--- src/rtl/dbg_sel_pkg.sv ---
// Shared types and constants for the debug-select arbiter.
package dbg_sel_pkg;

    typedef enum logic [1:0] {
        IDLE   = 2'd0,
        SWITCH = 2'd1,
        HOLD   = 2'd2
    } state_t;

    // Two register stages sit between dbgsel and the mux compare.
    localparam int SETTLE   = 2;
    localparam int SETTLE_W = $clog2(SETTLE + 1);

endpackage

--- src/rtl/dbg_sel_rr_arb.sv ---
// Round-robin picker: first set request at or after i_ptr wins, one-hot out.
module dbg_sel_rr_arb #(
    parameter int NREQ  = 4,
    parameter int PTR_W = $clog2(NREQ)
) (
    input  logic [NREQ-1:0]  i_req,
    input  logic [PTR_W-1:0] i_ptr,
    output logic [NREQ-1:0]  o_win
);

    logic [PTR_W-1:0] w_idx;
    logic             w_found;

    always_comb begin
        o_win   = '0;
        w_found = 1'b0;
        w_idx   = '0;
        for (int k = 0; k < NREQ; k++) begin
            w_idx = PTR_W'((int'(i_ptr) + k) % NREQ);
            if (!w_found && i_req[w_idx]) begin
                o_win[w_idx] = 1'b1;
                w_found      = 1'b1;
            end
        end
    end

endmodule

--- src/rtl/dbg_sel_arbiter.sv ---
// Debug-bus ownership arbiter: grant, settle, dwell, release.
// Define DBG_SEL_PARK_EN to return dbgsel to 0 whenever the FSM goes IDLE.
module dbg_sel_arbiter
    import dbg_sel_pkg::*;
#(
    parameter int NREQ    = 4,
    parameter int SEL_W   = 8,
    parameter int DWELL_W = 8
) (
    input  logic                  clk,
    input  logic                  rstn,
    input  logic [NREQ-1:0]       req,
    input  logic [NREQ*SEL_W-1:0] req_sel,
    input  logic [DWELL_W-1:0]    dwell,
    output logic [NREQ-1:0]       gnt,
    output logic [SEL_W-1:0]      dbgsel,
    output logic                  dbg_valid,
    output logic                  busy
);

    localparam int PTR_W = $clog2(NREQ);
`ifdef DBG_SEL_PARK_EN
    localparam bit PARK = 1'b1;
`else
    localparam bit PARK = 1'b0;
`endif

    state_t               r_state, w_state_nxt;
    logic [NREQ-1:0]      r_gnt, w_gnt_nxt;
    logic [SEL_W-1:0]     r_sel, w_sel_nxt;
    logic                 r_valid, w_valid_nxt;
    logic [SETTLE_W-1:0]  r_settle, w_settle_nxt;
    logic [DWELL_W-1:0]   r_dwell, w_dwell_nxt;
    logic [PTR_W-1:0]     r_ptr, w_ptr_nxt;

    logic [NREQ-1:0]      w_win;
    logic [PTR_W-1:0]     w_win_idx;
    logic [SEL_W-1:0]     w_win_sel;
    logic                 w_owner_req;

    dbg_sel_rr_arb #(.NREQ(NREQ), .PTR_W(PTR_W)) u_rr (
        .i_req (req),
        .i_ptr (r_ptr),
        .o_win (w_win)
    );

    always_comb begin
        w_win_idx = '0;
        w_win_sel = '0;
        for (int k = 0; k < NREQ; k++) begin
            if (w_win[k]) begin
                w_win_idx = PTR_W'(k);
                w_win_sel = req_sel[k*SEL_W +: SEL_W];
            end
        end
    end

    assign w_owner_req = |(req & r_gnt);

    always_ff @(posedge clk or negedge rstn) begin
        if (!rstn) r_state <= IDLE;
        else       r_state <= w_state_nxt;
    end

    always_comb begin
        w_state_nxt  = r_state;
        w_gnt_nxt    = r_gnt;
        w_sel_nxt    = r_sel;
        w_valid_nxt  = r_valid;
        w_settle_nxt = r_settle;
        w_dwell_nxt  = r_dwell;
        w_ptr_nxt    = r_ptr;
        // Owner withdrawal and end of dwell share the same release path.
        if ((r_state != IDLE && !w_owner_req) ||
            (r_state == HOLD && r_dwell == DWELL_W'(1))) begin
            w_state_nxt  = IDLE;
            w_gnt_nxt    = '0;
            w_valid_nxt  = 1'b0;
            w_settle_nxt = '0;
            w_dwell_nxt  = '0;
            if (PARK) w_sel_nxt = '0;
        end else begin
            case (r_state)
                IDLE: begin
                    if (|req) begin
                        w_state_nxt  = SWITCH;
                        w_gnt_nxt    = w_win;
                        w_sel_nxt    = w_win_sel;
                        w_settle_nxt = SETTLE_W'(SETTLE);
                        w_ptr_nxt    = (w_win_idx == PTR_W'(NREQ-1)) ? '0
                                                                     : w_win_idx + PTR_W'(1);
                    end
                end
                SWITCH: begin
                    if (r_settle == SETTLE_W'(1)) begin
                        w_state_nxt  = HOLD;
                        w_valid_nxt  = 1'b1;
                        w_settle_nxt = '0;
                        w_dwell_nxt  = (dwell == '0) ? DWELL_W'(1) : dwell;
                    end else begin
                        w_settle_nxt = r_settle - SETTLE_W'(1);
                    end
                end
                HOLD:    w_dwell_nxt = r_dwell - DWELL_W'(1);
                default: w_state_nxt = IDLE;
            endcase
        end
    end

    always_ff @(posedge clk or negedge rstn) begin
        if (!rstn) begin
            r_gnt    <= '0;
            r_sel    <= '0;
            r_valid  <= 1'b0;
            r_settle <= '0;
            r_dwell  <= '0;
            r_ptr    <= '0;
        end else begin
            r_gnt    <= w_gnt_nxt;
            r_sel    <= w_sel_nxt;
            r_valid  <= w_valid_nxt;
            r_settle <= w_settle_nxt;
            r_dwell  <= w_dwell_nxt;
            r_ptr    <= w_ptr_nxt;
        end
    end

    assign gnt       = r_gnt;
    assign dbgsel    = r_sel;
    assign dbg_valid = r_valid;
    assign busy      = (r_state != IDLE);

endmodule

--- config.mk ---
export PLATFORM = sky130hd
export DESIGN_NAME = dbg_sel_arbiter
export DESIGN_NICKNAME = d
export VERILOG_FILES = /design/src/rtl/dbg_sel_pkg.sv /design/src/rtl/dbg_sel_rr_arb.sv /design/src/rtl/dbg_sel_arbiter.sv
export SDC_FILE = /design/constraint.sdc
export NUM_CORES = 1
export LEC_CHECK = 0
export ABC_AREA = 1
export CORE_MARGIN = 2
export CORE_UTILIZATION = 51
export DETAILED_ROUTE_END_ITERATION = 8
export HOLD_SLACK_MARGIN = 0.12
export PLACE_DENSITY_LB_ADDON = 0.3
export SYNTH_ARGS = -nofsm -noshare
export SYNTH_HDL_FRONTEND = slang
export SYNTH_SLANG_ARGS = --single-unit
--- constraint.sdc ---
create_clock -name clk -period 5.2 [get_ports clk]
set_input_delay 1.04 -clock clk [delete_from_list [all_inputs] [get_ports clk]]
set_output_delay 1.04 -clock clk [all_outputs]
set_load 0.05 [all_outputs]
==> impl_metrics.json, run 1 <==
{
  "ctsResizeCount": 0,
  "coreArea_um2": 3716,
  "synth-main-ff-cell": "dfrtp_1",
  "hp-start": "dbgsel[2]",
  "fin_util": 0.7189,
  "die_y_um": 66.69,
  "yosysWarnings": 0,
  "post_drt_wl_per_cell_um": 13.40,
  "cts-buffers-inserted": 3,
  "drt-pass1-iter-count": 4,
  "switching_share": 0.5658,
  "n_antenna_cell": 0,
  "grt_pass1_wl_mm": 8.659,
  "final_cell_mix": "77 x nand2_1, 59 x clkdlybuf4s50_1, 47 x nand3_1, 34 x inv_1, 27 x dfrtp_1",
  "power.switching_mw": 1.019,
  "cap_violations": 0,
  "yosysSeqAreaShare": 0.3371,
  "ios": 60,
  "clockBufferDepth": 2,
  "status": "finished clean",
  "area_growth_pct": 33.27,
  "final_nets": 400,
  "place_congestion": 0.8415,
  "fin_area_um2": 2671,
  "start_util": 0.5394,
  "crit_path_end_kind": "flop",
  "die_x_um": 66.69,
  "maxSlewHeadroom": 0.4626,
  "cts_root_buf": "clkbuf_8",
  "seq_power_share": 0.210,
  "fmax_ghz": 0.3209,
  "crit_required_ps": 5360,
  "worstMarginPinSlew_ps": 803.2,
  "grt.overflow.total": 0,
  "syn_nets": 342,
  "critPathKind": "in -> reg",
  "final_common_cell": "nand2_1",
  "grt_pass1_vias": 1926,
  "worstSkewPairLatency_ps": 270,
  "r2r-start": "r_ptr[0]",
  "antenna_found_initial": 0,
  "critPathArrivalTime_ps": 3280,
  "synthDistinctLibCells": 27,
  "synthArstFlopShare": 1.000,
  "wl_mm": 5.254,
  "grt_usage": 0.2487,
  "startpoint_type": "input port",
  "setup-tns-final_ps": 0,
  "period_minus_slack_ps": 3116,
  "pwr-share-comb": 0.724,
  "dieArea_um2": 4448,
  "hold_violations": 0,
  "drv_slew": 0,
  "cellPowerDensity_nw_per_um2": 674.4,
  "grt_max_degree": 28,
  "hpwl_mm": 4.070,
  "setup_viol_count_final": 0,
  "clkPwrFrac": 0.066,
  "ant_nets": 0,
  "clk_pin_slew_ps": 100,
  "viasPerCell": 5.467,
  "drc": 0,
  "fin_skew_ps": 11.87,
  "peakVddDrop_v": 0.0004390,
  "portBuffers": 59,
  "netlist_area_um2": 2004,
  "synth-seq-cells": 27,
  "period_share": 0.5993,
  "drive_above_1_share": 0.05814,
  "clkSinkCount": 27,
  "synth_edf_count": 0,
  "drt_iter0_markers": 140,
  "place_area_um2": 2625,
  "crit_fanout": 16,
  "rsz0062_at_grt": "false",
  "num_vias": 2143,
  "htreeDepth": 1,
  "row_count": 22,
  "cts_tree": "yes",
  "startpoint": "req[2]",
  "syn_area_per_cell_um2": 6.984,
  "power_report.internal_total_mw": 0.7822,
  "cts_hold_buf": 0,
  "cellLeakagePower_nw": 1.273,
  "holdCritPathClass": "reg -> reg",
  "post_cts_buffers": 0,
  "synthCells": 287
}
-- power by group through the flow --
stage / registers (mW) / logic, mW / clock network [mW]
after floorplan: 0.501 / 0.861 / 0
after global placement: 0.378 / 1.27 / 0
after detailed placement: 0.381 / 1.30 / 0
after CTS: 0.377 / 1.30 / 0.118
after global routing: 0.391 / 1.45 / 0.127
final: 0.379 / 1.30 / 0.118
-- cells by family after synthesis --
logic type | share of synthesized area
compound gates | 0.1492
xor+xnor | 0.004370
buf+inv | 0.08739
fa+ha+maj | 0.05618
simple gates | 0.3658
flops | 0.3371
-- critical path: stages --
cell	delay (ps)
clkdlybuf4s50_1	530
inv_1	70
o2111ai_1	280
nand2_1	130
inv_1	380
nand2_1	170
nand2_1	330
inv_1	140
o2111ai_1	90
o21ai_0	100
-- metal layers --
metal  GRT usage  vias up  share of wire
li1            -     1074              -
met1      0.3305     1003           0.43
met2      0.4275       58           0.51
met3     0.03209        8          0.047
met4     0.06122        0          0.012
met5           0        -              0
-- state kept, by name, summed over array words and instances, names as in the netlist --
signal	cells
r_dwell	8
dbgsel	8
r_settle	2
r_state	2
r_ptr	2
dbg_valid	1
gnt	4
-- cells in the mapped netlist (3+ instances only) --
library cell,number,area share
a21oi_1,21,0.052
clkbuf_1,5,0.0094
dfrtp_1,27,0.34
ha_1,9,0.056
inv_1,34,0.064
nand2_1,77,0.14
nand2_2,3,0.0094
nand3_1,47,0.12
nand3_2,3,0.015
nand4_1,3,0.0094
nor2_1,13,0.024
nor2_4,3,0.017
nor4_1,3,0.0094
o2111ai_1,3,0.013
o211ai_1,5,0.019
o21ai_0,17,0.042
-- worst paths after layout --
check | endpoint | slack (ps) | cells past startpoint
max in group asynchronous | gnt[2] | 3800 | 2
worst max register to register | dbgsel[3] | 2620 | 14
worst max-delay path | r_dwell[4] | 2080 | 10
worst min-delay path | dbgsel[2] | 490 | 2
min in group asynchronous | r_dwell[1] | 1140 | 2
worst min register to register | dbgsel[2] | 490 | 2
-- layout make-up --
type / instances / area (um^2)
multi-input cells: 217 / 1154
fillers: 331 / 1045
flip-flops and latches: 27 / 675.6
repair buffers: 60 / 598.1
inverters: 36 / 137.6
well taps: 48 / 60.06
clock buffers: 3 / 41.29
clock inverters: 1 / 5.005
-- through the flow --
step	hold WS (ps)	setup slack (ps)	std cells	power [mW]
detailed placement	469.9	1823	388	1.678
global route	522.6	1909	392	1.968
finish	486.7	2084	392	1.801
floorplan	464.5	2946	287	1.361
global placement	464.1	1967	388	1.649
CTS	489.9	2119	392	1.799
(Power assumes the default switching activity.)
==> run 2: changes to the inputs <==
--- a/config.mk
+++ b/config.mk
@@ -7,7 +7,7 @@
 export LEC_CHECK = 0
 export ABC_AREA = 1
 export CORE_MARGIN = 2
-export CORE_UTILIZATION = 51
+export CORE_UTILIZATION = 43
 export DETAILED_ROUTE_END_ITERATION = 8
 export HOLD_SLACK_MARGIN = 0.12
 export PLACE_DENSITY_LB_ADDON = 0.3
==> constraint.sdc (replaced) <==
create_clock -name clk -period 2.66 [get_ports clk]
set_input_delay 0.532 -clock clk [delete_from_list [all_inputs] [get_ports clk]]
set_output_delay 0.532 -clock clk [all_outputs]
set_load 0.05 [all_outputs]
==> run 2 against run 1 <==
Sequential share of layout area is 1.0 points lower; critical endpoint is now dbgsel[5]; largest cell class unchanged; final area rose by 4.1%; register-to-register slack lost 2300 ps; wire length rose by 3.5%; highest routed layer unchanged.
==> impl_metrics.json, run 2 (synthesis gave the netlist of run 1 again) <==
{
  "cellLeakagePower_nw": 1.342,
  "post_drt_wl_per_cell_um": 13.26,
  "post_cts_buffers": 0,
  "crit_end": "dbgsel[5]",
  "viasPerCell": 5.200,
  "grt_usage": 0.2276,
  "period_share": 0.8760,
  "clkSinkCount": 27,
  "setup-tns-final_ps": 0,
  "die_y_um": 72.28,
  "ant_nets": 0,
  "drive_above_1_share": 0.09497,
  "holdCritPathClass": "reg -> reg",
  "coreArea_um2": 4414,
  "rrSetupSlack_ps": 350,
  "hp-start": "dbgsel[0]",
  "crit_slowest_cell": "clkdlybuf4s50_1",
  "start_util": 0.4541,
  "drc": 0,
  "peakVddDrop_v": 0.0007387,
  "critPathMaxStageDelay_ps": 580,
  "switching_share": 0.5450,
  "startpoint": "req[3]",
  "critPathMostFrequentCell": "nand2_1",
  "ios": 60,
  "power_report.internal_total_mw": 1.699,
  "worstMarginPinSlew_ps": 507.1,
  "crit_path_end_kind": "flop",
  "pwr-share-comb": 0.743,
  "ctsResizeCount": 0,
  "cellPowerDensity_nw_per_um2": 1343,
  "reg2reg_depth": 14,
  "worst-path-stages": 13,
  "final_common_cell": "nand2_1",
  "r2r_end": "dbgsel[5]",
  "fin_skew_ps": 8.228,
  "seq_power_share": 0.193,
  "r2r-start": "r_ptr[1]",
  "clockBufferDepth": 2,
  "drv_slew": 0,
  "final_cells": 410,
  "grt_pass1_vias": 1999,
  "final_cell_mix": "77 x nand2_1, 59 x clkdlybuf4s50_1, 47 x nand3_1, 34 x inv_1, 27 x dfrtp_1",
  "antenna_found_initial": 0,
  "crit_required_ps": 2840,
  "period_minus_slack_ps": 2330,
  "cts_tree": "yes",
  "place_congestion": 0.9212,
  "critPathKind": "in -> reg",
  "placed_cells": 406,
  "crit_buf_inv": 2,
  "cap_violations": 0,
  "setup_viol_count_final": 0,
  "num-fill-cells": 414,
  "critPathArrivalTime_ps": 2510,
  "grt_max_degree": 28,
  "rsz0062_at_grt": "false",
  "cp_cell_sequence": "clkdlybuf4s50_1 > nand2_1 > nand3_1 > nand2_1 > nand2_1 > nor2_4 > nand2_1 > nand3_2 > buf_4 > a21oi_1 > nand3_1 > nand2_1 > nand2_1",
  "row_count": 24,
  "hold_violations": 0,
  "area_growth_pct": 38.76,
  "power.switching_mw": 2.035,
  "startpoint_type": "input port",
  "cts_hold_buf": 0,
  "clk_pin_slew_ps": 90,
  "wl_mm": 5.438,
  "power_mw": 3.735,
  "status": "finished clean",
  "worstSkewPairLatency_ps": 280,
  "crit_fanout": 6,
  "dieArea_um2": 5224,
  "path_delay_family": "simple AND/OR/NAND/NOR gates",
  "cts-buffers-inserted": 3,
  "htreeDepth": 1,
  "hpwl_mm": 4.348,
  "clkPwrFrac": 0.063,
  "cts_root_buf": "clkbuf_8",
  "num_vias": 2132,
  "grt_pass1_wl_mm": 9.390,
  "drt_iter0_markers": 84,
  "portBuffers": 59,
  "drt-pass1-iter-count": 4,
  "fmax_ghz": 0.4292,
  "final_nets": 414,
  "n_antenna_cell": 0,
  "maxSlewHeadroom": 0.6609,
  "grt.overflow.total": 0,
  "die_x_um": 72.28
}
[run 2: area by class of cell]
cell class                 count  area, um^2  share of cell area
sequential                    27       675.6              0.2429
timing repair buffer          74       703.2              0.2528
tap                           52       65.06             0.02339
inverter                      36       137.6             0.04948
clock inverter                 1       5.005            0.001799
clock buffer                   3       41.29             0.01484
multi-input combinational    217        1154              0.4148
[run 2: worst register-to-register path, delay by kind of cell (launching register included)]
kind	cells	cell delay [ps]
adders and majority gates	1	360
buffers and inverters	3	400
and+or+nand+nor	9	850
AOI/OAI and AO/OA	1	150
DFF	1	470
[run 2: worst min path at each step]
stage / cells after the start / to
2_1_floorplan: 0 / dbg_valid
3_3_place_gp: 2 / dbgsel[3]
3_5_place_dp: 2 / dbgsel[0]
4_1_cts: 2 / dbgsel[3]
5_1_grt: 2 / dbgsel[3]
6_report: 2 / dbgsel[0]
[run 2: power by group through the flow]
stage / clock (mW) / combinational, mW / sequential, mW
6_report: 0.237 / 2.78 / 0.723
3_3_place_gp: 0 / 2.75 / 0.729
5_1_grt: 0.269 / 3.10 / 0.748
4_1_cts: 0.249 / 2.77 / 0.723
2_1_floorplan: 0 / 1.68 / 0.979
3_5_place_dp: 0 / 2.76 / 0.729
[run 2: layer usage]
layer  track usage  vias to the layer above  wire, um
li1              -                     1107         -
met1        0.3295                      977      2654
met4       0.08805                        0       119
met5             0                        -         0
met2        0.3456                       40      2508
met3       0.03056                        8       156
[run 2: through the flow]
step,setup WS (ps),hold WS (ps),area [um^2],utilization
2_1_floorplan,569.4,236.4,2004,-
3_3_place_gp,116.6,463.4,2735,0.6196
3_5_place_dp,68.42,463.9,2735,0.6196
4_1_cts,344.8,493.3,2781,0.6301
5_1_grt,159.7,505.0,2781,0.6301
6_report,329.9,489.1,2781,0.6301
==> run 3: changes to the inputs <==
--- a/config.mk
+++ b/config.mk
@@ -5,12 +5,12 @@
 export SDC_FILE = /design/constraint.sdc
 export NUM_CORES = 1
 export LEC_CHECK = 0
-export ABC_AREA = 1
 export CORE_MARGIN = 2
-export CORE_UTILIZATION = 43
+export CORE_UTILIZATION = 44
 export DETAILED_ROUTE_END_ITERATION = 8
 export HOLD_SLACK_MARGIN = 0.12
 export PLACE_DENSITY_LB_ADDON = 0.3
 export SYNTH_ARGS = -nofsm -noshare
 export SYNTH_HDL_FRONTEND = slang
 export SYNTH_SLANG_ARGS = --single-unit
+export TNS_END_PERCENT = 50
==> run 3 against run 2 <==
Wire length increased by 21%; power increased by 8.3%; first-iteration DRC count increased by 19%; cell count increased by 5.1%; hold slack improved by 11 ps; synthesized area increased by 10%; worst setup slack got worse by 210 ps; count of clock-buffer cells in the layout increased by 1; critical path type is now reg -> reg.
==> impl_metrics.json, run 3 <==
{
  "drive_above_1_share": 0.1951,
  "fin_skew_ps": 4.205,
  "ios": 60,
  "crit_fanout": 8,
  "post_drt_wl_per_cell_um": 15.25,
  "hold_violations": 0,
  "maxSlewHeadroom": 0.6462,
  "yosysSeqAreaShare": 0.3051,
  "cp_cell_sequence": "inv_1 > ha_4 > mux4_2 > buf_4 > inv_2 > o31ai_2 > or3_4 > a311oi_2 > o211ai_1",
  "drt-pass1-iter-count": 4,
  "final_cell_mix": "55 x clkdlybuf4s50_1, 36 x nand2_1, 36 x buf_4, 27 x dfrtp_1, 25 x inv_1",
  "drc": 0,
  "dieArea_um2": 5617,
  "clk_pin_slew_ps": 90,
  "hp-start": "dbg_valid",
  "portBuffers": 59,
  "place_congestion": 0.9188,
  "peakVddDrop_v": 0.0006784,
  "synth_most_common_cell": "nand2_1",
  "hold_end": "dbg_valid",
  "cts_root_buf": "clkbuf_8",
  "synth-main-ff-cell": "dfrtp_1",
  "critPathKind": "reg -> reg",
  "crit_path_end_kind": "flop",
  "syn_nets": 337,
  "cts-buffers-inserted": 3,
  "yosysWarnings": 0,
  "yosys.area_share.adder": 0.05085,
  "synth_top_area_cell": "dfrtp_1",
  "synthDistinctLibCells": 44,
  "status": "finished clean",
  "grt_pass1_vias": 2276,
  "synth_area_leaders": "dfrtp_1 31%, nand2_1 6.1%, ha_1 5.1%",
  "row_count": 25,
  "fmax_ghz": 0.3937,
  "htreeDepth": 1,
  "cellPowerDensity_nw_per_um2": 1251,
  "cellLeakagePower_nw": 1.390,
  "coreArea_um2": 4786,
  "cts_hold_buf": 0,
  "synth-xor-area-share": 0,
  "grt_usage": 0.2335,
  "synth_edf_count": 0,
  "ys_top_cells_by_count": "36 x nand2_1, 27 x dfrtp_1, 27 x inv_1, 18 x a21oi_1, 17 x nor2_1",
  "period_minus_slack_ps": 2540,
  "syn_area_per_cell_um2": 7.853,
  "drt_iter0_markers": 100,
  "rrSetupSlack_ps": 120,
  "worstSkewPairLatency_ps": 270,
  "area_growth_pct": 45.93,
  "start_util": 0.4627,
  "synth_compound_area_frac": 0.2972,
  "hpwl_mm": 4.839,
  "ant_nets": 0,
  "cap_violations": 0,
  "crit_buf_inv": 3,
  "yosysTopAreaCellShare": 0.3051,
  "clockBufferDepth": 2,
  "grt.overflow.total": 0,
  "synth_top_family_by_area": "compound AO/OA/AOI/OAI gates",
  "path_delay_family": "multiplexers",
  "r2r-start": "r_ptr[1]",
  "antenna_found_initial": 0,
  "synthCells": 282,
  "die_x_um": 74.95,
  "holdWs_ps": 499.9,
  "final_common_cell": "clkdlybuf4s50_1",
  "drv_slew": 0,
  "crit_required_ps": 2810,
  "grt_pass1_wl_mm": 10.21,
  "r2r_end": "dbgsel[5]",
  "final_nets": 420,
  "netlist_area_um2": 2215,
  "synthSimpleGateAreaFrac": 0.2401,
  "startpoint_type": "flop",
  "placed_cells": 425,
  "num_vias": 2454,
  "grt_max_degree": 28,
  "critPathArrivalTime_ps": 2690,
  "holdCritPathClass": "reg -> reg",
  "crit_slowest_cell": "mux4_2",
  "setup-tns-final_ps": 0,
  "critPathMaxStageDelay_ps": 530,
  "die_y_um": 74.95,
  "reg2reg_depth": 9,
  "synth-seq-cells": 27,
  "n_antenna_cell": 0,
  "wl_mm": 6.571,
  "cts_tree": "yes",
  "whs_path_depth": 2,
  "startpoint": "r_ptr[1]",
  "synthArstFlopShare": 1.000,
  "viasPerCell": 5.694,
  "synth.mux.area_fraction": 0.02034,
  "period_share": 0.9550,
  "final_cells": 431,
  "setup_viol_count_final": 0,
  "worstMarginPinSlew_ps": 529.0,
  "rsz0062_at_grt": "true",
  "clkSinkCount": 27
}
## run 3: per-stage QoR
step | setup WS (ps) | area, um^2 | util | total power [mW]
after global placement | -295.1 | 3079 | 0.6434 | 3.473
after floorplan | 1.678 | 2236 | - | 2.695
after CTS | 7.809 | 3147 | 0.6575 | 3.850
final | 119.8 | 3232 | 0.6753 | 4.044
after global routing | -1.576 | 3232 | 0.6753 | 4.354
after detailed placement | -445.9 | 3079 | 0.6434 | 3.562
## run 3: layout make-up
class                           count  area, um^2
Timing Repair Buffer               95       867.1
Tap cell                           67       83.83
Clock buffer                        4       45.04
Fill cell                         399        1554
Multi-Input combinational cell    211        1459
Inverter                           27       101.3
Sequential cell                    27       675.6
## run 3: logic make-up (layout without fill, tap and decap cells)
family	Yosys count	count (layout)
simple gates	107	108
compound gates	92	92
buf+inv	45	126
flops	27	27
fa+ha+maj	9	9
mux	2	2
## run 3: report_power, final
part / internal (mW) / switching (mW)
Combinational: 1.27 / 1.80
Sequential: 0.598 / 0.143
Clock: 0.108 / 0.129
## run 3: how the worst max path moves through the flow
stage / cells past startpoint / to / slack (ps)
2_1_floorplan: 10 / dbgsel[0] / 2
3_3_place_gp: 7 / dbgsel[6] / -300
3_5_place_dp: 7 / dbgsel[5] / -450
4_1_cts: 7 / dbgsel[3] / 8
5_1_grt: 10 / dbgsel[6] / -2
6_report: 9 / dbgsel[5] / 120
## run 3: per-layer routing
metal  global-route usage  part of all wire
met4              0.07738             0.011
met2               0.3850              0.49
met5                    0                 0
met3              0.02410             0.048
met1               0.3213              0.45
## run 3: worst min-delay path, stage by stage, from the launching register on
cell and delay, ps:
dfrtp_1 350, nor2_1 50, nor2_1 70
## run 3: repair_timing
item	in CTS	in global routing
endpoints found under the setup margin	10	13
buffers inserted	0	1
endpoints found under the hold margin	0	0
cloned	0	1
resized for setup	6	19
pin swaps	0	6
